[src/rtl/prog_loader_pkg.sv]
// Shared state encoding and mode constants for the program loader.
package prog_loader_pkg;

  localparam int unsigned ST_W = 3;
  typedef logic [ST_W-1:0] state_t;

  localparam state_t ST_IDLE  = 3'd0;
  localparam state_t ST_LOAD  = 3'd1;
  localparam state_t ST_WRITE = 3'd2;
  localparam state_t ST_VRD   = 3'd3;
  localparam state_t ST_VCMP  = 3'd4;
  localparam state_t ST_DONE  = 3'd5;

  localparam logic MODE_LOAD   = 1'b0;
  localparam logic MODE_VERIFY = 1'b1;

endpackage

[src/rtl/edge_detect_rise.sv]
// Registered rising-edge detector; pulse is high while sig_i is high and was low last cycle.
module edge_detect_rise (
  input  logic clk,
  input  logic rst_n,
  input  logic sig_i,
  output logic rise_c_o
);

  logic prev_q;

  always_ff @(posedge clk or negedge rst_n) begin
    if (!rst_n) prev_q <= 1'b0;
    else        prev_q <= sig_i;
  end

  assign rise_c_o = sig_i & ~prev_q;

endmodule

[src/rtl/prog_loader.sv]
// Program loader / verifier: streams words into RAM or compares RAM against the stream,
// holding the CPU stalled until a clean session completes.
module prog_loader
  import prog_loader_pkg::*;
#(
  parameter int unsigned DATA_W = 8,
  parameter int unsigned ADDR_W = 4,
  parameter int unsigned CSUM_W = 8
) (
  input  logic              clk,
  input  logic              rst_n,
  input  logic              programming_i,
  input  logic              mode_i,
  input  logic [ADDR_W:0]   len_i,
  input  logic [DATA_W-1:0] in_data_i,
  input  logic              in_valid_i,
  output logic              in_ready_o,
  output logic [ADDR_W-1:0] mem_addr_o,
  output logic [DATA_W-1:0] mem_wdata_o,
  output logic              mem_we_o,
  output logic              mem_re_o,
  input  logic [DATA_W-1:0] mem_rdata_i,
  output logic              cpu_hold_o,
  output logic              done_o,
  output logic              error_o,
  output logic [ADDR_W-1:0] err_addr_o,
  output logic [CSUM_W-1:0] checksum_o
);

  localparam int unsigned DEPTH = 1 << ADDR_W;

  state_t              state_q, state_d;
  logic [ADDR_W-1:0]   addr_q, addr_d;
  logic [ADDR_W-1:0]   last_q, last_d;
  logic [DATA_W-1:0]   word_q, word_d;
  logic [CSUM_W-1:0]   checksum_q, checksum_d;
  logic                done_q, done_d;
  logic                error_q, error_d;
  logic [ADDR_W-1:0]   err_addr_q, err_addr_d;
  logic                in_ready_q, in_ready_d;
  logic                mem_we_q, mem_we_d;
  logic                mem_re_q, mem_re_d;
  logic                cpu_hold_q, cpu_hold_d;
  logic                prog_rise_c;
  logic [ADDR_W-1:0]   eff_last_c;

  edge_detect_rise u_prog_rise (
    .clk      (clk),
    .rst_n    (rst_n),
    .sig_i    (programming_i),
    .rise_c_o (prog_rise_c)
  );

  // Last address of the session: 0 or oversize length means full depth.
  always_comb begin
    if ((len_i == '0) || (32'(len_i) > DEPTH)) eff_last_c = ADDR_W'(DEPTH - 1);
    else                                       eff_last_c = ADDR_W'(len_i - (ADDR_W + 1)'(1));
  end

  always_ff @(posedge clk or negedge rst_n) begin
    if (!rst_n) begin
      state_q    <= ST_IDLE;
      addr_q     <= '0;
      last_q     <= '0;
      word_q     <= '0;
      checksum_q <= '0;
      done_q     <= 1'b0;
      error_q    <= 1'b0;
      err_addr_q <= '0;
      in_ready_q <= 1'b0;
      mem_we_q   <= 1'b0;
      mem_re_q   <= 1'b0;
      cpu_hold_q <= 1'b1;
    end else begin
      state_q    <= state_d;
      addr_q     <= addr_d;
      last_q     <= last_d;
      word_q     <= word_d;
      checksum_q <= checksum_d;
      done_q     <= done_d;
      error_q    <= error_d;
      err_addr_q <= err_addr_d;
      in_ready_q <= in_ready_d;
      mem_we_q   <= mem_we_d;
      mem_re_q   <= mem_re_d;
      cpu_hold_q <= cpu_hold_d;
    end
  end

  // Next state and datapath; dropping programming in an active state aborts to IDLE.
  always_comb begin
    state_d    = state_q;
    addr_d     = addr_q;
    last_d     = last_q;
    word_d     = word_q;
    checksum_d = checksum_q;
    done_d     = done_q;
    error_d    = error_q;
    err_addr_d = err_addr_q;

    case (state_q)
      ST_IDLE, ST_DONE: begin
        if (prog_rise_c) begin
          addr_d     = '0;
          last_d     = eff_last_c;
          checksum_d = '0;
          done_d     = 1'b0;
          error_d    = 1'b0;
          err_addr_d = '0;
          state_d    = (mode_i == MODE_VERIFY) ? ST_VRD : ST_LOAD;
        end
      end
      ST_LOAD: begin
        if (!programming_i) begin
          state_d = ST_IDLE;
          done_d  = 1'b0;
        end else if (in_valid_i && in_ready_q) begin
          word_d     = in_data_i;
          checksum_d = checksum_q + CSUM_W'(in_data_i);
          state_d    = ST_WRITE;
        end
      end
      ST_WRITE: begin
        if (!programming_i) begin
          state_d = ST_IDLE;
          done_d  = 1'b0;
        end else if (addr_q == last_q) begin
          state_d = ST_DONE;
          done_d  = 1'b1;
        end else begin
          addr_d  = addr_q + ADDR_W'(1);
          state_d = ST_LOAD;
        end
      end
      ST_VRD: begin
        if (!programming_i) begin
          state_d = ST_IDLE;
          done_d  = 1'b0;
        end else if (in_valid_i && in_ready_q) begin
          word_d  = in_data_i;
          state_d = ST_VCMP;
        end
      end
      ST_VCMP: begin
        if (!programming_i) begin
          state_d = ST_IDLE;
          done_d  = 1'b0;
        end else begin
          checksum_d = checksum_q + CSUM_W'(word_q);
          if ((mem_rdata_i != word_q) && !error_q) begin
            error_d    = 1'b1;
            err_addr_d = addr_q;
          end
          if (addr_q == last_q) begin
            state_d = ST_DONE;
            done_d  = 1'b1;
          end else begin
            addr_d  = addr_q + ADDR_W'(1);
            state_d = ST_VRD;
          end
        end
      end
      default: state_d = ST_IDLE;
    endcase

    in_ready_d = (state_d == ST_LOAD) || (state_d == ST_VRD);
    mem_we_d   = (state_d == ST_WRITE);
    mem_re_d   = (state_d == ST_VRD);
    cpu_hold_d = !((state_d == ST_DONE) && !error_d);
  end

  assign in_ready_o  = in_ready_q;
  assign mem_addr_o  = addr_q;
  assign mem_wdata_o = word_q;
  assign mem_we_o    = mem_we_q;
  assign mem_re_o    = mem_re_q;
  assign cpu_hold_o  = cpu_hold_q;
  assign done_o      = done_q;
  assign error_o     = error_q;
  assign err_addr_o  = err_addr_q;
  assign checksum_o  = checksum_q;

endmodule

[config.mk]
export PLATFORM = sky130hd
export DESIGN_NAME = prog_loader
export DESIGN_NICKNAME = d
export VERILOG_FILES = /design/src/rtl/prog_loader_pkg.sv /design/src/rtl/edge_detect_rise.sv /design/src/rtl/prog_loader.sv
export SDC_FILE = /design/constraint.sdc
export NUM_CORES = 1
export LEC_CHECK = 0
export BUFFER_PORTS_ARGS = -buffer_cell sky130_fd_sc_hd__buf_2
export CAP_MARGIN = 40
export CORE_UTILIZATION = 48
export CTS_BUF_LIST = sky130_fd_sc_hd__clkbuf_4 sky130_fd_sc_hd__clkbuf_8 sky130_fd_sc_hd__clkbuf_16
export DETAILED_ROUTE_END_ITERATION = 8
export PLACE_DENSITY = 0.77
export SYNTH_ARGS = -nofsm -noshare
export SYNTH_HDL_FRONTEND = slang
export SYNTH_SLANG_ARGS = --single-unit
export TNS_END_PERCENT = 30
[constraint.sdc]
create_clock -name clk -period 3.3 [get_ports clk]
set_clock_uncertainty 0.2 [all_clocks]
set_input_delay 0.495 -clock clk [delete_from_list [all_inputs] [get_ports clk]]
set_output_delay 0.495 -clock clk [all_outputs]
set_load 0.005 [all_outputs]
* Yosys cells after proc, flatten, opt, wreduce, memory -nomap -nowiden
Cells that the tools add are included.
** Word-level totals
- Flip-flop bits (word level) :: 38
- Output and inout port bits :: 30
- Input bits :: 26
- Word-level logic and storage cells :: 96
** Operators by class
- Magnitude comparators :: 1
- Multiplexer cells :: 33
- Eq/ne operators :: 20
- Bitwise operators :: 2
- Reduce and logical (&&, ||, !) cells :: 23
- Add/sub/neg operators :: 4
** Operators with widths (count)
- 8-bit two-way mux :: 4
- 3-bit two-way mux :: 9
- 4-bit two-way mux :: 6
- 8-bit one-hot mux with 3 select lines :: 1
- 8-bit adder :: 2
- 4-bit one-hot mux with 2 select lines :: 2
- 3-bit one-hot mux with 5 select lines :: 1
- 2-bit != test, second input constant :: 7
- 3-bit by 2-bit equality test with 1-bit output, second input constant :: 4
- 4-bit AND reduction :: 3
- 3-bit equality test, second input constant :: 3
- 8-bit != test :: 1
- 1-bit two-way mux :: 7
- 3-bit by 1-bit equality test with 1-bit output, second input constant :: 2
- 3-bit nonzero test :: 2
- 2-bit OR reduction :: 3
- 5-bit greater-than comparator, second input constant :: 1
- 5-bit logical NOT :: 1
- 5-bit AND reduction :: 1
- 4-bit by 1-bit adder with 4-bit output, second input constant :: 1
- 4-bit equality test :: 1
- 2-bit nonzero test :: 2
- 4-bit by 1-bit subtractor with 4-bit output, second input constant :: 1
- 1-bit logical AND :: 3
- 12 further kinds :: 15

* Longest topological paths before layout
Gate-level depths: netlist of run 1.
- Word-level depth :: 8
- Gate-level depth with buffers :: 12
- Mapped depth without buffers :: 10

* Modules after synthesis
Synthesis of run 1 repeated with hierarchy kept, for this count alone.
** Unflattened totals
- Cell total of the unflattened synthesis :: 220
- Area, all modules :: 2257.2 µm²
** Modules (own cells, without submodules)
- prog_loader :: cells an instance 218, area each 2218.4 µm², times used 1, seq. area each 927.1 µm²
- edge_detect_rise :: cells an instance 2, area each 38.8 µm², times used 1, seq. area each 25.0 µm²

* Worst setup path after synthesis of run 1
No wires, ideal clock.
- Path kind :: reg-to-reg
- Start :: reg state_q[0]
- End :: reg checksum_q[6] (netlist: checksum_o[6])
- Stages on the path, launching flop included :: 13
- Setup time :: 126 ps
- Data arrival time :: 2815 ps
- Path buffers :: 2
- Required time :: 2974 ps
- Path slack :: 159 ps
- Clock period less this slack :: 3141 ps
- Cells stage by stage :: dfrtp_1 > buf_6 > nor3b_1 > clkbuf_1 > mux2_2 > ha_1 > inv_1 > fa_1 > nand2b_1 > a21oi_1 > o21ai_0 > and4_1 > a221o_1
** On the way
- Word-level cells in the longest chain between the ends :: 4
- Elaborated cells on any way between the ends :: 12
- Classes of those cells :: eq/ne (7); mux (1); reduce/logical (4)
** RTL lines
- from (decl) :: RTL line prog_loader.sv:32 : state_t state_q, state_d;
- from (signal assigned) :: RTL line prog_loader.sv:75 : state_q <= state_d;
- 3-bit equality test / 3-bit logical NOT (equally long branches) :: RTL line prog_loader.sv:101 : case (state_q)
- 2-bit OR reduction :: RTL line prog_loader.sv:101
- 2-bit != test (no line) / 3-bit nonzero test (equally long branches)
- 5-bit AND reduction (no line)
- to (signal assigned) :: RTL line prog_loader.sv:79 : checksum_q <= checksum_d;
- to (decl) :: RTL line prog_loader.sv:36 : logic [CSUM_W-1:0] checksum_q, checksum_d;
Parallel ways exist; a longest one is shown, timed or not.
A chain may end at the register's enable or synchronous reset.

* Worst setup path in the final report of run 1
- Start :: reg state_q[0]
- End :: reg checksum_q[7] (netlist: checksum_o[7])
The elaborated chain is that of the path after synthesis.

==> flow_summary_export.csv, run 1 <==
group,metric,value,unit
clock_network,clock_latency,290,ps
timing,setup_violations,0,
clock_network,cts_buffers,5,
routing,wl_per_cell,15.5,um
clock_network,root_buffer,"clkbuf_8",
power,p_seq_share,45.8,%
yosys,synth_top_family_by_area,"compound AO/OA/AOI/OAI gates",
yosys,synth-simple-area-share,14.7,%
worst_hold_path,hold-path-cell-count,2,
routing,vias_per_cell,5.68,
yosys,synth_cells,220,
floorplanning,core,0.00441,sq mm
yosys,synthesis.nets,256,
timing,fin_setup_tns,0,ps
floorplanning,pin_count,56,
timing,drv_slew,0,
yosys,yosysSeqAreaShare,42.6,%
setup_path,cp_max_fo,11,
clock_network,cts_resized,0,
cells_and_area,n_fill_cell,390,
setup_path,r2r_start,"state_q[0]",
routing,drt-total-wl,5.19,mm
routing,vias,1904,
cells_and_area,drive_above_1_share,31.8,%
power,ir_drop,0.000268,V
timing,max_slew_margin,45.2,%
power,p_sw_share,30.2,%
yosys,synth_xor_area_share,8.23,%
setup_path,r2r_end,"checksum_o[7]",
cells_and_area,syn_to_final_growth,20.8,%
yosys,synth-edff-count,0,
cells_and_area,layout.nets,318,
placement,place_congestion,0.863,
floorplanning,die_h,70.2,um
yosys,synth_most_common_cell,"dfrtp_1",
yosys,synth_cell_type_count,48,
global_routing,grt_max_degree,39,
power,p_switching,0.000399,W
yosys,ys_seq_elements,38,
clock_network,clk_pin_slew_worst_paths,80,ps
setup_path,rrSetupSlack,340,ps
setup_path,cp-end-kind,"flop",
placement,hpwl,3.78,mm
timing,period_needed,2960,ps
timing,tightest_slew,819,ps
placement,pre_cts_ws,380,ps
global_routing,antenna_found_initial,0,
power,p_int,0.000921,W
run,maxCapViolations,0,
global_routing,grt_util_all_layers,22.5,%
worst_hold_path,min_from,"len_i[0]",
timing,post-route-period-util,89.7,%
setup_path,crit_chain,"nor3b_2 -> buf_4 -> mux2_2 -> ha_1 -> o211ai_1 -> o21ai_0 -> o31ai_1 -> xnor2_1 -> a22o_1",
clock_network,clk_path_buf_depth,2,
timing,fmax,338,MHz
floorplanning,placementRows,24,
yosys,syn_area,0.00223,sq mm
yosys,synthTopCellsByCount,"37 x dfrtp_1, 16 x mux2_2, 15 x a21oi_1, 15 x nand2_1, 13 x inv_1",
yosys,ys.flop_type,"dfrtp_1",
clock_network,htreeDepth,2,
cells_and_area,n_antenna_cell,0,
global_routing,grt_pass1_wl,8.64,mm
timing,rsz0062_at_grt,"no",
yosys,synth_area_leaders,"dfrtp_1 41%, mux2_2 8.1%, ha_1 5.0%, xnor2_1 4.3%, xor2_1 3.9%",
setup_path,critPathArrivalTime,2950,ps
setup_path,crit_path_start_kind,"flop",
placement,port_buffers,55,
power,pwr-share-clk,29.5,%
cells_and_area,multiInputGateArea,0.00119,sq mm
yosys,async_flop_share,100,%
clock_network,clock-sinks,38,
setup_path,cp_slowest_stage_delay,490,ps
setup_path,worst_ep_required_time,3290,ps
global_routing,grt_pass1_vias,1823,
timing,finalHoldViolCount,0,
yosys,synth_area_leader_cell,"dfrtp_1",
setup_path,critPathKind,"flop to flop",
setup_path,crit_family,"compound AO/OA/AOI/OAI gates",
routing,ant_nets,0,
outcome,status,"complete, no violations",
power,combPwrFrac,24.6,%
clock_network,tritoncts,"yes",
global_routing,grt_overflow,0,
yosys,synthMuxAreaShare,8.96,%
yosys,synth_warnings,0,
yosys,synth.top_cell.area_share,41.4,%
cells_and_area,ff_latch_area,952,sq um
setup_path,worstSetupStartpoint,"state_q[0]",
setup_path,critPathBufInv,1,
floorplanning,die_area,0.00493,sq mm
clock_network,post-cts-setup-buffers,0,
routing,drc,0,
cells_and_area,utilization,61.1,%
timing,fin_ws,341,ps
routing,drt_iter0_markers,87,
yosys,synth.avg_cell_area,10.2,sq um
floorplanning,start_util,50.6,%
floorplanning,die_w,70.2,um
power,powerDensity,489,mW/mm^2
routing,drt-pass1-iter-count,4,
worst_hold_path,min_to,"last_q[0]",
yosys,synth_compound_area_share,15.3,%
yosys,synth_fa_ha_area_share,5.94,%
setup_path,critPathSlowestCell,"dfrtp_1",
power,leakage,1.31,nW
worst_hold_path,holdCritPathClass,"input port to flop",
setup_path,rr_worst_depth,9,
==> what timing repair did <==
action                                  CTS  global route
endpoints found under the setup margin    0             0
hold buffers                              1             0
endpoints found under the hold margin    37             0
==> worst max path at each step <==
stage / cells after the start / end / slack, ps
finish: 9 / checksum_o[7] / 340
CTS: 9 / checksum_o[7] / 350
detailed placement: 9 / checksum_o[7] / 380
global placement: 9 / checksum_o[7] / 440
global route: 9 / checksum_o[7] / 160
floorplan: 12 / checksum_o[6] / 160
==> state kept, by name, summed over array words and instances, names as in the netlist <==
signal / flops
mem_we_o: 1
state_q: 3
mem_re_o: 1
mem_wdata_o: 8
cpu_hold_o: 1
mem_addr_o: 4
error_o: 1
in_ready_o: 1
u_prog_rise.prev_q: 1
done_o: 1
last_q: 4
err_addr_o: 4
checksum_o: 8
==> worst register-to-register path: cells and delay by family, from the launching register on <==
kind / cells / cell delay (ps)
fa+ha+maj: 1 / 340
compound gates: 4 / 770
mux: 1 / 360
buf+inv: 1 / 250
flops: 1 / 490
simple gates: 1 / 310
xor+xnor: 1 / 140
==> metal layers <==
layer | part of all wire [%] | global-route usage, % | routed length [um]
met3 | 5.6 | 5.19 | 289
met2 | 47 | 35.6 | 2410
met1 | 46 | 29.8 | 2410
met4 | 1.4 | 8.89 | 74
met5 | 0 | 0 | 0
==> power by group through the flow <==
stage	combinational, W	clock [W]	sequential, W
CTS	0.000328	0.000395	0.000605
floorplan	0.000204	0	0.000600
detailed placement	0.000324	0	0.000613
finish	0.000325	0.000389	0.000605
global route	0.000362	0.000420	0.000613
global placement	0.000313	0	0.000611
==> stage by stage <==
stage               power (W)  cell area, sq um  hold slack, ps  cells
floorplan            0.000804              2230          -0.591    220
detailed placement   0.000937              2580             280    326
CTS                   0.00133              2700             195    335
global route          0.00140              2700             202    335
finish                0.00132              2700             194    335
global placement     0.000925              2560             316    324
==> cells by family (layout without fill, tap and decap cells) <==
kind of cell | Yosys count | count (layout)
AOI/OAI and AO/OA | 52 | 52
xor gates and xnor gates | 21 | 21
adders and majority gates | 10 | 10
buffers and inverters | 19 | 82
DFF | 38 | 38
muxes | 18 | 18
and+or+nand+nor | 62 | 62
==> layout by cell type (no fill, tap or decap), types with 4 or more instances in the layout <==
| master | netlist | final |
|---|---|---|
| nand2b_1 | 5 | 5 |
| nor3_1 | 5 | 5 |
| ha_1 | 9 | 9 |
| dfrtp_1 | 37 | 37 |
| nand2_1 | 15 | 15 |
| nand3_1 | 8 | 8 |
| a22o_1 | 4 | 4 |
| xnor2_1 | 11 | 11 |
| xor2_1 | 10 | 10 |
| clkbuf_8 | 0 | 5 |
| o21ai_0 | 12 | 12 |
| buf_2 | 1 | 55 |
| nor2_1 | 11 | 11 |
| mux2_2 | 16 | 16 |
| a21oi_1 | 15 | 15 |
| inv_1 | 13 | 13 |
==> area by class of cell <==
type / instances / share of cell area [%]
clock inverter: 3 / 1.48
tap: 52 / 2.41
sequential: 38 / 35.3
timing repair buffer: 61 / 12.3
inverter: 13 / 1.81
clock buffer: 5 / 2.55
multi-input combinational: 163 / 44.2
Note: power is estimated with default switching activity, not from simulation.
==> run 2, diff against run 1 <==
Settings changed: CORE_UTILIZATION 48 to 53, PLACE_DENSITY 0.77 to 0.81.
Clock period 3.3 ns to 2.9 ns, I/O delays scaled along.
==> run 2 against run 1 <==
Sequential share of layout area decreased by 0.99 points. Global-route usage increased by 2.7 points. Maximum frequency increased by 6.8%. Final area increased by 2.9%. Via count increased by 1.7%. Clock power about the same. Sequential power increased by 13%. Non-clock buffer count increased by 5. Register-to-register slack got worse by 210 ps. Critical path depth unchanged. Die area decreased by 9.2%. Critical endpoint unchanged. Largest cell class unchanged.
==> flow_summary_export.csv, run 2 (synthesis results as in run 1) <==
group,metric,value,unit
clock_network,clk_pin_slew_worst_paths,80,ps
cells_and_area,layout.nets,323,
setup_path,critPathSlowestCell,"dfrtp_1",
cells_and_area,drive_above_1_share,35.8,%
routing,drt_iter0_markers,178,
global_routing,grt_max_degree,39,
placement,pre_cts_ws,-0.210,ps
timing,drv_slew,0,
timing,rsz0062_at_grt,"no",
routing,drt-total-wl,5.18,mm
placement,port_buffers,55,
timing,setup_violations,0,
timing,fin_ws,130,ps
timing,hold_slack,146,ps
cells_and_area,syn_to_final_growth,24.2,%
clock_network,clk_path_buf_depth,2,
clock_network,cts_buffers,5,
clock_network,root_buffer,"clkbuf_8",
power,leakage,1.35,nW
setup_path,cp_max_fo,5,
routing,drt-pass1-iter-count,4,
cells_and_area,ff_latch_area,952,sq um
timing,finalHoldViolCount,0,
routing,vias,1936,
floorplanning,core,0.00403,sq mm
clock_network,tritoncts,"yes",
timing,period_needed,2770,ps
clock_network,clock-sinks,38,
power,ir_drop,0.000344,V
global_routing,grt_pass1_vias,1871,
global_routing,grt_pass1_wl,8.35,mm
cells_and_area,mostFrequentLayoutCell,"buf_2",
floorplanning,start_util,55.5,%
timing,max_slew_margin,57.2,%
setup_path,crit_chain,"nor3b_4 -> buf_6 -> mux2_2 -> ha_2 -> o211ai_1 -> o21ai_2 -> o31ai_2 -> xnor2_1 -> a22o_1",
setup_path,critPathArrivalTime,2750,ps
global_routing,grt_overflow,0,
setup_path,cp_slowest_stage_delay,410,ps
timing,post-route-period-util,95.5,%
timing,fmax,361,MHz
timing,tightest_slew,638,ps
global_routing,grt.busiest_layer,"met2",
routing,ant_nets,0,
clock_network,htreeDepth,2,
cells_and_area,most-common-layout-cells,"56 x buf_2, 37 x dfrtp_1, 15 x nand2_1, 14 x mux2_2, 14 x a21oi_1",
floorplanning,placementRows,23,
global_routing,antenna_found_initial,0,
global_routing,grt_util_all_layers,25.2,%
cells_and_area,n_antenna_cell,0,
setup_path,worst_ep_required_time,2880,ps
global_routing,grt_util_met2,43.7,%
outcome,status,"complete, no violations",
cells_and_area,n_fill_cell,312,
power,powerDensity,529,mW/mm^2
floorplanning,die_h,66.9,um
global_routing,grtUsageMet1,31.5,%
global_routing,grt_use_met3,4.28,%
routing,wl_per_cell,15.3,um
setup_path,critPathKind,"flop to flop",
cells_and_area,multiInputGateArea,0.00124,sq mm
run,maxCapViolations,0,
routing,vias_per_cell,5.73,
setup_path,crit_path_start_kind,"flop",
placement,hpwl,3.85,mm
placement,place_congestion,0.900,
clock_network,clock_latency,290,ps
setup_path,cp-end-kind,"flop",
floorplanning,die_area,0.00448,sq mm
routing,drc,0,
worst_hold_path,holdCritPathClass,"input port to flop",
floorplanning,pin_count,56,
floorplanning,die_w,66.9,um
## run 2: worst max-delay path: cells and delay by family (launching register included)
family,cells,cell delay (ps)
xor+xnor,1,100
compound gates,4,770
fa+ha+maj,1,300
simple gates,1,370
flops,1,410
mux,1,330
buf+inv,1,180
## run 2: cell type report
cell class                 instances  area share, %
inverter                          13           1.76
clock buffer                       7           3.24
clock inverter                     1          0.180
multi-input combinational        163           44.8
sequential                        38           34.3
timing repair buffer              66           13.5
tap                               50           2.25
## run 2: per-layer routing
layer | vias to the layer above | wire (um) | share of wire, %
li1 | 923 | - | -
met1 | 934 | 2220 | 43
met2 | 75 | 2630 | 51
met3 | 4 | 302 | 5.8
met4 | 0 | 32 | 0.62
met5 | - | 0 | 0
## run 2: timing repair
| item | CTS | global route |
|---|---|---|
| setup endpoints to repair | 0 | 2 |
| hold buffers | 1 | 0 |
| gates resized for setup | 0 | 14 |
| setup buffers | 0 | 1 |
| endpoints found under the hold margin | 37 | 0 |
## run 2: path summary, 6_finish.rpt
check,from,end,slack (ps),depth (start not counted)
setup reg to reg,state_q[1],checksum_o[7],130,9
hold reg to reg,checksum_o[0],checksum_o[0],340,1
hold / removal,len_i[0],last_q[0],150,2
min in group asynchronous,rst_n,err_addr_o[1],430,3
max in group asynchronous,rst_n,cpu_hold_o,1810,3
setup / recovery,state_q[1],checksum_o[7],130,9
## run 2: through the flow
step | util, % | area, sq um | cells | total power, W | TNS, ps
floorplan | - | 2240 | 220 | 0.000916 | 0
CTS | 67.4 | 2710 | 337 | 0.00146 | 0
detailed placement | 64.8 | 2610 | 328 | 0.00107 | -0.210
finish | 68.9 | 2780 | 338 | 0.00147 | 0
global route | 68.9 | 2780 | 338 | 0.00155 | 0
global placement | 64.1 | 2580 | 326 | 0.00105 | 0
## run 2: report_power, final
| part | internal (W) | leakage [nW] | total (W) | switching, W |
|---|---|---|---|---|
| clock | 0.000201 | 0.0517 | 0.000386 | 0.000185 |
| combinational | 0.000206 | 0.808 | 0.000396 | 0.000191 |
| sequential | 0.000603 | 0.491 | 0.000686 | 0.0000828 |
| total | 0.00101 | 1.35 | 0.00147 | 0.000458 |
